<file path="src/rtl/index_register_bank_pkg.sv">
// index_reg_pkg: op codes and shared widths for the index register bank.
package index_reg_pkg;
  localparam int OP_W = 3;
  localparam int DEF_WIDTH = 16;
  localparam logic [OP_W-1:0] OP_NOP       = 3'd0;
  localparam logic [OP_W-1:0] OP_LOAD_ACC  = 3'd1;
  localparam logic [OP_W-1:0] OP_LOAD_DATA = 3'd2;
  localparam logic [OP_W-1:0] OP_INC       = 3'd3;
  localparam logic [OP_W-1:0] OP_DEC       = 3'd4;
  localparam logic [OP_W-1:0] OP_STEP      = 3'd5;
  localparam logic [OP_W-1:0] OP_COPY      = 3'd6;
  localparam logic [OP_W-1:0] OP_CLEAR     = 3'd7;
endpackage

</file>
<file path="src/rtl/index_register_bank_if.sv">
// index_register_bank_if: op/select/data request and read/status response of the bank.
interface index_register_bank_if #(
  parameter int WIDTH = index_reg_pkg::DEF_WIDTH,
  parameter int SEL_W = 1
);
  logic [index_reg_pkg::OP_W-1:0] op;
  logic [SEL_W-1:0] wr_sel;
  logic [SEL_W-1:0] src_sel;
  logic [SEL_W-1:0] rd_sel;
  logic [WIDTH-1:0] acc_val;
  logic [WIDTH-1:0] data_val;
  logic [WIDTH-1:0] out;
  logic zero;
  logic wrap;
  logic busy_err;
  modport master (output op, wr_sel, src_sel, rd_sel, acc_val, data_val,
                  input out, zero, wrap, busy_err);
  modport slave (input op, wr_sel, src_sel, rd_sel, acc_val, data_val,
                 output out, zero, wrap, busy_err);
endinterface

</file>
<file path="src/rtl/index_register_bank_alu.sv">
// index_reg_alu: next value and wrap flag for one index register.
module index_reg_alu
  import index_reg_pkg::*;
#(
  parameter int WIDTH = DEF_WIDTH
) (
  input  logic [OP_W-1:0]  op,
  input  logic [WIDTH-1:0] old,
  input  logic [WIDTH-1:0] src,
  input  logic [WIDTH-1:0] acc_val,
  input  logic [WIDTH-1:0] data_val,
  output logic [WIDTH-1:0] nxt,
  output logic             wrap
);
  logic [WIDTH:0] inc, dec, sum;
  assign inc = {1'b0, old} + {{WIDTH{1'b0}}, 1'b1};
  assign dec = {1'b0, old} - {{WIDTH{1'b0}}, 1'b1};
  assign sum = {1'b0, old} + {1'b0, data_val};
  always_comb begin
    nxt = old;
    wrap = 1'b0;
    case (op)
      OP_LOAD_ACC:  nxt = acc_val;
      OP_LOAD_DATA: nxt = data_val;
      OP_INC:       {wrap, nxt} = inc;
      OP_DEC:       {wrap, nxt} = dec;
      // a negative step wraps exactly when the unsigned add does not carry
      OP_STEP:      {wrap, nxt} = {sum[WIDTH] ^ data_val[WIDTH-1], sum[WIDTH-1:0]};
      OP_COPY:      nxt = src;
      OP_CLEAR:     nxt = '0;
      default:      nxt = old;
    endcase
  end
endmodule

</file>
<file path="src/rtl/index_register_bank.sv">
// index_register_bank: NUM_REGS index registers with one op per cycle and a free read port.
module index_register_bank
  import index_reg_pkg::*;
#(
  parameter int WIDTH = DEF_WIDTH,
  parameter int NUM_REGS = 2,
  parameter int SEL_W = 1
) (
  input logic clk,
  input logic reset,
  index_register_bank_if.slave bus
);
  localparam logic [SEL_W:0] LIMIT = (SEL_W + 1)'(NUM_REGS);
  logic [WIDTH-1:0] regs [NUM_REGS];
  logic [WIDTH-1:0] old, src, nxt;
  logic sel_ok, alu_wrap;
  assign sel_ok = ({1'b0, bus.wr_sel} < LIMIT) && ({1'b0, bus.src_sel} < LIMIT);
  assign old = sel_ok ? regs[bus.wr_sel] : '0;
  assign src = sel_ok ? regs[bus.src_sel] : '0;
  index_reg_alu #(.WIDTH(WIDTH)) alu (
    .op(bus.op),
    .old(old),
    .src(src),
    .acc_val(bus.acc_val),
    .data_val(bus.data_val),
    .nxt(nxt),
    .wrap(alu_wrap)
  );
  always_ff @(posedge clk or negedge reset) begin
    if (!reset) begin
      for (int i = 0; i < NUM_REGS; i++) regs[i] <= '0;
      bus.wrap <= 1'b0;
      bus.busy_err <= 1'b0;
    end else begin
      if (sel_ok && bus.op != OP_NOP) regs[bus.wr_sel] <= nxt;
      bus.wrap <= sel_ok && alu_wrap;
      bus.busy_err <= !sel_ok && bus.op != OP_NOP;
    end
  end
  assign bus.out = ({1'b0, bus.rd_sel} < LIMIT) ? regs[bus.rd_sel] : '0;
  assign bus.zero = bus.out == '0;
endmodule

</file>
<file path="src/flat_wrapper.sv">
// flat-port wrapper written by rule: the top's interface ports become plain ports
module index_register_bank_flat import index_reg_pkg::*;
#(
  parameter int WIDTH = DEF_WIDTH,
  parameter int NUM_REGS = 2,
  parameter int SEL_W = 1
)
  (clk, reset, bus_op, bus_wr_sel, bus_src_sel, bus_rd_sel, bus_acc_val, bus_data_val, bus_out, bus_zero, bus_wrap, bus_busy_err);
  index_register_bank_if #(.WIDTH(WIDTH), .SEL_W(SEL_W)) bus_i ();
  input logic clk;
  input logic reset;
  input wire logic [$bits(bus_i.op)-1:0] bus_op;
  input wire logic [$bits(bus_i.wr_sel)-1:0] bus_wr_sel;
  input wire logic [$bits(bus_i.src_sel)-1:0] bus_src_sel;
  input wire logic [$bits(bus_i.rd_sel)-1:0] bus_rd_sel;
  input wire logic [$bits(bus_i.acc_val)-1:0] bus_acc_val;
  input wire logic [$bits(bus_i.data_val)-1:0] bus_data_val;
  output wire logic [$bits(bus_i.out)-1:0] bus_out;
  output wire logic [$bits(bus_i.zero)-1:0] bus_zero;
  output wire logic [$bits(bus_i.wrap)-1:0] bus_wrap;
  output wire logic [$bits(bus_i.busy_err)-1:0] bus_busy_err;
  assign bus_i.op = bus_op;
  assign bus_i.wr_sel = bus_wr_sel;
  assign bus_i.src_sel = bus_src_sel;
  assign bus_i.rd_sel = bus_rd_sel;
  assign bus_i.acc_val = bus_acc_val;
  assign bus_i.data_val = bus_data_val;
  assign bus_out = bus_i.out;
  assign bus_zero = bus_i.zero;
  assign bus_wrap = bus_i.wrap;
  assign bus_busy_err = bus_i.busy_err;
  index_register_bank #(.WIDTH(WIDTH), .NUM_REGS(NUM_REGS), .SEL_W(SEL_W)) u_core (.clk(clk), .reset(reset), .bus(bus_i));
endmodule
</file>
<file path="config.mk">
export PLATFORM = sky130hd
export DESIGN_NAME = index_register_bank_flat
export DESIGN_NICKNAME = d
export VERILOG_FILES = /design/src/rtl/index_register_bank_pkg.sv /design/src/rtl/index_register_bank_if.sv /design/src/rtl/index_register_bank_alu.sv /design/src/rtl/index_register_bank.sv /design/src/flat_wrapper.sv
export SDC_FILE = /design/constraint.sdc
export NUM_CORES = 1
export LEC_CHECK = 0
export ABC_CLOCK_PERIOD_IN_PS = 8800
export BUFFER_PORTS_ARGS = -buffer_cell sky130_fd_sc_hd__buf_2
export CORE_MARGIN = 3
export CORE_UTILIZATION = 40
export CTS_BUF_LIST = sky130_fd_sc_hd__clkbuf_4 sky130_fd_sc_hd__clkbuf_8 sky130_fd_sc_hd__clkbuf_16
export DETAILED_ROUTE_END_ITERATION = 8
export PLACE_DENSITY = 0.69
export SYNTH_ARGS = -nofsm -noshare
export SYNTH_HDL_FRONTEND = slang
export SYNTH_SLANG_ARGS = --single-unit
</file>
<file path="constraint.sdc">
create_clock -name clk -period 8.8 [get_ports clk]
set_clock_uncertainty 0.05 [all_clocks]
set_input_delay 0 -clock clk [delete_from_list [all_inputs] [get_ports clk]]
set_output_delay 0 -clock clk [all_outputs]
set_load 0.005 [all_outputs]
</file>
==> metrics.cfg, run 1 <==
[outcome]
status = completed

[global_routing]
grt_overflow_total = 0
antenna_found_initial = 0
grt_pass1_wl_mm = 20.44
grt_start_max_net_pins = 44
first_global_vias = 3776
track_usage = 0.2233

[clocking]
clock_path_buffers = 2
cts-resized-gates = 0
post_cts_buffers = 0
cts_tree = done
clkTransAtPathRegs_ns = 0.07
clock_sinks = 33
cts_root_buf = clkbuf_8
htreeDepth = 2
cts_buffers = 5
insertion_delay_ns = 0.28

[yosys]
async_flop_share = 1.000
ys_seq_area_frac = 0.2032
synth_area_leaders = dfrtp_1 20%, mux2i_1 7.1%, ha_1 5.5%, nand2_1 5.5%, mux2_2 5.3%
synth.distinct_cells = 76
synth_ff_type = dfrtp_1
yosysWarnings = 0
netlist.area_leader.share = 0.2032
synth.avg_cell_area_um2 = 7.968
synth_edf_count = 0
ys_seq_elements = 33
synth_area_um2 = 4064
synth_nets = 569
yosysTopAreaCell = dfrtp_1
syn-instance-count = 510

[timing]
setup_viol = 0
fin_setup_tns_ns = 0
fmax_mhz = 297.9
finalHoldViolations = 0
max_slew.worst_pin.slew_ns = 1.002
finalCritPeriodShare = 0.3815
maxSlewHeadroom = 0.3318
rsz0062_at_grt = false
fin_crit_ns = 3.357
drv_slew = 0

[route]
via_per_inst = 6.155
routed_wl_mm = 12.69
drt_iter0_markers = 378
vias = 4173
first_pass_iters = 5
wire_per_inst_um = 18.72
ant_nets = 0
drc = 0

[floorplan]
die_x_um = 106.8
num_rows = 36
initial_utilization = 0.4139
coreArea_um2 = 9819
die-area_um2 = 11410
die_y_um = 106.8
ioPinCount = 59

[worst_setup_path]
worstSetupEndpointType = register
cp-startpoint = bus_wr_sel
rr_endpoint = u_core.regs[31]
reg2reg_slack_ns = 5.54
worst_ep_arrival_time_ns = 3.44
crit_type = input pin to register
crit_chain = buf_2, mux2i_1, inv_1, ha_1, fa_1, a211oi_1, nor2_1, o21ai_1, o41ai_1, xor2_1, a211oi_1, o21ai_1
cp.required_ns = 8.89
cp_max_fo = 43
cp-endpoint = u_core.regs[30]
cp_slowest_stage_delay_ns = 0.72
r2r_start = u_core.regs[18]
worstRegToRegCells = 10
start_kind = input pin
slowest_stage = buf_2

[min_path]
hold_path.class = input pin to register

[place]
dp_hpwl_mm = 9.832
dp_cells = 670
io_buffers = 57
gp_congestion = 0.9357

[layout]
drive_gt1_frac = 0.1945
finalNonFillerCells = 678
num_antenna_cells = 0
fin_nets = 604
final_cell_mix = 60 x nand2_1, 57 x buf_2, 38 x o21ai_0, 34 x a21oi_1, 33 x dfrtp_1
final.fill_count = 1033
syn_to_final_growth_pct = 10.56
layout_commonest_cell = nand2_1

[power_and_ir_drop]
power.ir.vdd_worst_v = 0.00007245
p_leak_nw = 1.905
powerDensity_nw_per_um2 = 195.0

[flow_run]
drv_cap = 0

-- routing by layer --
| metal | vias up | track usage | routed length, µm |
|---|---|---|---|
| met5 | - | 0 | 0 |
| met2 | 193 | 0.3219 | 5257 |
| met1 | 1964 | 0.3488 | 6042 |
| met4 | 0 | 0.04201 | 112 |
| li1 | 2001 | - | - |
| met3 | 15 | 0.03853 | 1281 |
-- how the worst min path moves through the flow --
| stage | depth (start not counted) | slack (ns) | start | to |
|---|---|---|---|---|
| floorplan | 0 | -0.35 | reset | u_core.bus.wrap |
| global placement | 1 | 0.03 | reset | u_core.regs[18] |
| detailed placement | 1 | 0.05 | reset | u_core.regs[19] |
| CTS | 3 | 0.06 | bus_data_val[15] | u_core.bus.wrap |
| global route | 3 | 0.07 | bus_data_val[15] | u_core.bus.wrap |
| finish | 3 | 0.05 | bus_data_val[15] | u_core.bus.wrap |
-- flip-flops by register name, summed over array words and instances (netlist names) --
name,count
u_core.bus.wrap,1
u_core.regs,32
-- cell families (layout without fill, tap and decap cells) --
| logic type | Yosys count | in the layout | share of synthesized area |
|---|---|---|---|
| other | 1 | 1 | 0.0009228 |
| buffers and inverters | 52 | 87 | 0.05234 |
| multiplexers | 54 | 54 | 0.1530 |
| XOR/XNOR | 23 | 23 | 0.04957 |
| AND/OR/NAND/NOR | 150 | 150 | 0.1906 |
| flip-flops | 33 | 33 | 0.2032 |
| adder cells (fa/ha/maj) | 19 | 19 | 0.06035 |
| AO/OA/AOI/OAI | 178 | 178 | 0.2900 |
-- cell usage after synthesis (10+ instances only) --
cell type,number
nand2_1,60
nor2_1,25
xnor2_1,18
dfrtp_1,33
a21oi_1,34
ha_1,18
o21ai_1,17
clkbuf_1,23
mux2_2,19
o22ai_1,16
a211oi_1,10
inv_1,19
nor3_1,10
o21ai_0,39
mux2i_1,29
-- stage by stage --
stage	worst slack, ns	area, µm²	hold slack, ns	power, W	utilization
final	5.443	4493	0.05392	0.0008763	0.4576
after global routing	5.080	4493	0.07313	0.0009438	0.4576
after CTS	5.439	4493	0.05602	0.0008710	0.4576
after detailed placement	5.136	4393	0.04661	0.0007495	0.4474
after global placement	5.202	4393	0.02729	0.0007375	0.4474
after floorplan	5.709	4064	-0.3456	0.0006052	-
-- critical path: cells and delay by family --
kind,cells,cell delay [ns]
compound gates,5,1.25
xor+xnor,1,0.18
fa+ha+maj,2,0.67
buf+inv,2,0.83
mux,1,0.39
simple gates,1,0.10
-- cell type report --
cell class	count	area, µm²	share of cell area
timing repair buffer	59	302.8	0.06739
inverter	21	78.83	0.01754
multi-input combinational	425	3029	0.6742
sequential	33	825.8	0.1838
tap	133	166.4	0.03704
clock buffer	7	90.09	0.02005
-- where the power goes --
| part | internal, W | switching (W) |
|---|---|---|
| clock network | 0.0000651 | 0.0000528 |
| registers | 0.000186 | 0.0000677 |
| logic | 0.000207 | 0.000298 |
-- repair_timing --
action                                 CTS  global route
hold buffers                             1             0
setup endpoints to repair                0             0
endpoints found under the hold margin   33             0
Note: power is estimated with default switching activity, not from simulation.
==> inputs of run 2 (changes only) <==
--- a/config.mk
+++ b/config.mk
@@ -5,7 +5,8 @@
 export SDC_FILE = /design/constraint.sdc
 export NUM_CORES = 1
 export LEC_CHECK = 0
-export ABC_CLOCK_PERIOD_IN_PS = 8800
+export ABC_AREA = 1
+export ABC_CLOCK_PERIOD_IN_PS = 3300
 export BUFFER_PORTS_ARGS = -buffer_cell sky130_fd_sc_hd__buf_2
 export CORE_MARGIN = 3
 export CORE_UTILIZATION = 40
==> constraint.sdc (replaced) <==
create_clock -name clk -period 3.3 [get_ports clk]
set_clock_uncertainty 0.05 [all_clocks]
set_input_delay 0 -clock clk [delete_from_list [all_inputs] [get_ports clk]]
set_output_delay 0 -clock clk [all_outputs]
set_load 0.005 [all_outputs]
==> run 2 against run 1 <==
  * Via count rose by 22%
  * Core utilization shrank 0.36 points
  * Sequential power is 120% higher
  * Non-clock buffer count increased by 4
  * Synthesized area increased by 10%
  * Global-route usage rose by 0.41 points
  * Critical path depth up 1
  * Final area increased by 10%
==> metrics.cfg, run 2 <==
[yosys]
synth_area_leaders = nand2_1 20%, dfrtp_1 18%, nand3_1 8.4%, inv_1 6.9%, nor2_1 6.2%  ; was dfrtp_1 20%, mux2i_1 7.1%, ha_1 5.5%, nand2_1 5.5%, mux2_2 5.3%
synth_nets = 816  ; was 569
synthMuxAreaShare = 0.01505  ; was 0.1530
netlist.area_leader.share = 0.1965  ; was 0.2032
synth_ff_type = dfrtp_1  ; unchanged
syn-instance-count = 757  ; was 510
async_flop_share = 1.000  ; unchanged
synth.avg_cell_area_um2 = 5.930  ; was 7.968 µm²
synth_edf_count = 0  ; unchanged
synth_commonest_cells = 235 x nand2_1, 83 x inv_1, 75 x nand3_1  ; was 60 x nand2_1, 39 x o21ai_0, 34 x a21oi_1
synth.distinct_cells = 49  ; was 76
synth_compound_area_frac = 0.1385  ; was 0.2900
ys_seq_area_frac = 0.1839  ; was 0.2032
synth_area_um2 = 4489  ; was 4064 µm²
ys_seq_elements = 33  ; unchanged
yosysWarnings = 0  ; unchanged
synthAdderAreaFrac = 0.05463  ; was 0.06034
yosysTopAreaCell = nand2_1  ; was dfrtp_1
yosysMostFrequentCell = nand2_1  ; unchanged
synth-simple-area-share = 0.4953  ; was 0.1906
synth_xor_area_frac = 0  ; was 0.04957
synth_top_family_by_area = simple AND/OR/NAND/NOR gates  ; was compound AO/OA/AOI/OAI gates

[layout]
num_antenna_cells = 0  ; unchanged
largest-register = u_core.regs  ; unchanged
largest_reg_flops = 32  ; unchanged
syn_to_final_growth_pct = 10.09  ; was 10.56%
final_cell_mix = 235 x nand2_1, 83 x inv_1, 75 x nand3_1, 74 x nor2_1, 57 x buf_2  ; was 60 x nand2_1, 57 x buf_2, 38 x o21ai_0, 34 x a21oi_1, 33 x dfrtp_1
drive_gt1_frac = 0.1834  ; was 0.1945
fin_nets = 865  ; was 604
top_regs = u_core.regs x32, u_core.bus.wrap x1  ; unchanged
layout_commonest_cell = nand2_1  ; unchanged

[floorplan]
die_x_um = 111.9  ; was 106.8 µm
die_y_um = 111.9  ; was 106.8 µm
num_rows = 38  ; was 36
initial_utilization = 0.4123  ; was 0.4139
coreArea_um2 = 10890  ; was 9819 µm²
die-area_um2 = 12530  ; was 11410 µm²
ioPinCount = 59  ; unchanged

[flow_run]
drv_cap = 0  ; unchanged

[place]
dp_hpwl_mm = 11.47  ; was 9.832 mm
gp_congestion = 0.9409  ; was 0.9357
io_buffers = 57  ; unchanged

[worst_setup_path]
worstRegToRegCells = 13  ; was 10
worstSetupEndpointType = register  ; unchanged
rr_endpoint = u_core.regs[28]  ; was u_core.regs[31]
worst_ep_arrival_time_ns = 2.66  ; was 3.44 ns
cp-endpoint = u_core.regs[28]  ; was u_core.regs[30]
cp.required_ns = 3.47  ; was 8.89 ns
r2r_start = u_core.regs[16]  ; was u_core.regs[18]
reg2reg_slack_ns = 0.82  ; was 5.54 ns
start_kind = register  ; was input pin
cp_max_fo = 5  ; was 43
crit_type = register to register  ; was input pin to register
cp-startpoint = u_core.regs[16]  ; was bus_wr_sel

[clocking]
clock_sinks = 33  ; unchanged
htreeDepth = 2  ; unchanged
clock_path_buffers = 2  ; unchanged
cts_tree = done  ; unchanged
clkTransAtPathRegs_ns = 0.08  ; was 0.07 ns
cts_root_buf = clkbuf_8  ; unchanged
cts_buffers = 5  ; unchanged
insertion_delay_ns = 0.29  ; was 0.28 ns

[timing]
finalHoldViolations = 0  ; unchanged
maxSlewHeadroom = 0.4536  ; was 0.3318
max_slew.worst_pin.slew_ns = 0.8187  ; was 1.002 ns
drv_slew = 0  ; unchanged
setup_viol = 0  ; unchanged
fin_crit_ns = 2.485
fin_setup_tns_ns = 0  ; unchanged
finalCritPeriodShare = 0.7530
rsz0062_at_grt = false  ; unchanged
fmax_mhz = 402.4
hold_slack_ns = 0.07006  ; was 0.05392 ns

[route]
routed_wl_mm = 14.45  ; was 12.69 mm
wire_per_inst_um = 15.26  ; was 18.72 µm
ant_nets = 0  ; unchanged
vias = 5107  ; was 4173
drc = 0  ; unchanged
via_per_inst = 5.393  ; was 6.155
first_pass_iters = 5  ; unchanged
drt_iter0_markers = 423  ; was 378

[outcome]
status = completed  ; unchanged

[global_routing]
first_global_vias = 4544  ; was 3776
grt_pass1_wl_mm = 23.16  ; was 20.44 mm
grt_start_max_net_pins = 34  ; was 44
track_usage = 0.2275  ; was 0.2233
antenna_found_initial = 0  ; unchanged
grt_overflow_total = 0  ; unchanged

[min_path]
hp-start = bus_acc_val[14]  ; was bus_data_val[15]
hold_path.class = input pin to register  ; unchanged

[power_and_ir_drop]
powerDensity_nw_per_um2 = 408.7  ; was 195.0 nW/µm²
power.ir.vdd_worst_v = 0.0001977  ; was 0.00007245 V
p_leak_nw = 2.509  ; was 1.905 nW

==> run 2: cell count changes after synthesis, moves of 10 or more <==
cell | before | now
xnor2_1 | 18 | 0
inv_1 | 19 | 83
clkbuf_1 | 23 | 8
nor2_2 | 0 | 15
nand4_1 | 9 | 19
o22ai_1 | 16 | 2
nand2_2 | 0 | 17
mux2i_1 | 29 | 0
mux2_2 | 19 | 6
nand2_4 | 0 | 12
nor2_1 | 25 | 74
nand3_1 | 8 | 75
nand2_1 | 60 | 235
==> run 2: timing repair <==
item / 4_1_cts / 5_1_grt
buffers inserted: 0 / 0
hold buffers: 2 / 0
endpoints found under the hold margin: 34 / 0
resized for setup: 0 / 0
==> run 2: critical path: stages (launching register included) <==
cell,delay [ns]
dfrtp_1,0.36
inv_1,0.16
o21ai_2,0.12
ha_1,0.28
fa_1,0.47
nand3_1,0.12
nand3_1,0.11
nand3_1,0.16
nand3_1,0.13
nand2_1,0.08
nand3_1,0.09
nand4_1,0.15
nor2_1,0.06
nor2_1,0.10
==> run 2: cells by family (layout without fill, tap and decap cells) <==
family | Yosys count | in the layout
AND/OR/NAND/NOR | 475 | 475
buffers and inverters | 115 | 165
AO/OA/AOI/OAI | 108 | 108
flip-flops | 33 | 33
adder cells (fa/ha/maj) | 19 | 19
multiplexers | 6 | 6
other | 1 | 1
==> run 2: area by class of cell <==
type                       instances  area (µm²)
timing repair buffer              63       335.3
sequential                        33       825.8
tap                              140       175.2
clock inverter                     2       10.01
inverter                          94       357.8
multi-input combinational        609        3162
clock buffer                       6       76.32
fill                            1210        5946
==> run 2: how the worst min path moves through the flow <==
stage                      endpoint  slack [ns]  cells past startpoint
finish              u_core.regs[14]        0.07                      5
global route         u_core.regs[1]        0.09                      5
CTS                 u_core.regs[14]        0.07                      5
detailed placement  u_core.regs[31]        0.07                      1
global placement    u_core.regs[26]        0.06                      1
floorplan           u_core.bus.wrap       -0.35                      0
==> run 2: report_power, final <==
group / internal (W) / switching (W) / total (W)
logic: 0.000385 / 0.000757 / 0.00114
registers: 0.000481 / 0.0000859 / 0.000567
clock network: 0.000154 / 0.000157 / 0.000311
total: 0.00102 / 0.000999 / 0.00202
==> run 2: layer usage <==
metal	share of wire	routed length [µm]	track usage
met5	0	0	0
met2	0.46	6596	0.3601
met4	0.029	421	0.06971
met1	0.45	6439	0.3217
met3	0.069	995	0.03207
==> run 2: metrics by stage <==
step | utilization | instance area, µm² | total power [W] | setup WS (ns) | instances
CTS | 0.4539 | 4942 | 0.002014 | 0.8221 | 947
finish | 0.4539 | 4942 | 0.002020 | 0.8151 | 947
detailed placement | 0.4442 | 4836 | 0.001696 | 0.6657 | 937
floorplan | - | 4489 | 0.001390 | 1.253 | 757
global placement | 0.4442 | 4836 | 0.001694 | 0.7061 | 937
global route | 0.4539 | 4942 | 0.002209 | 0.6341 | 947
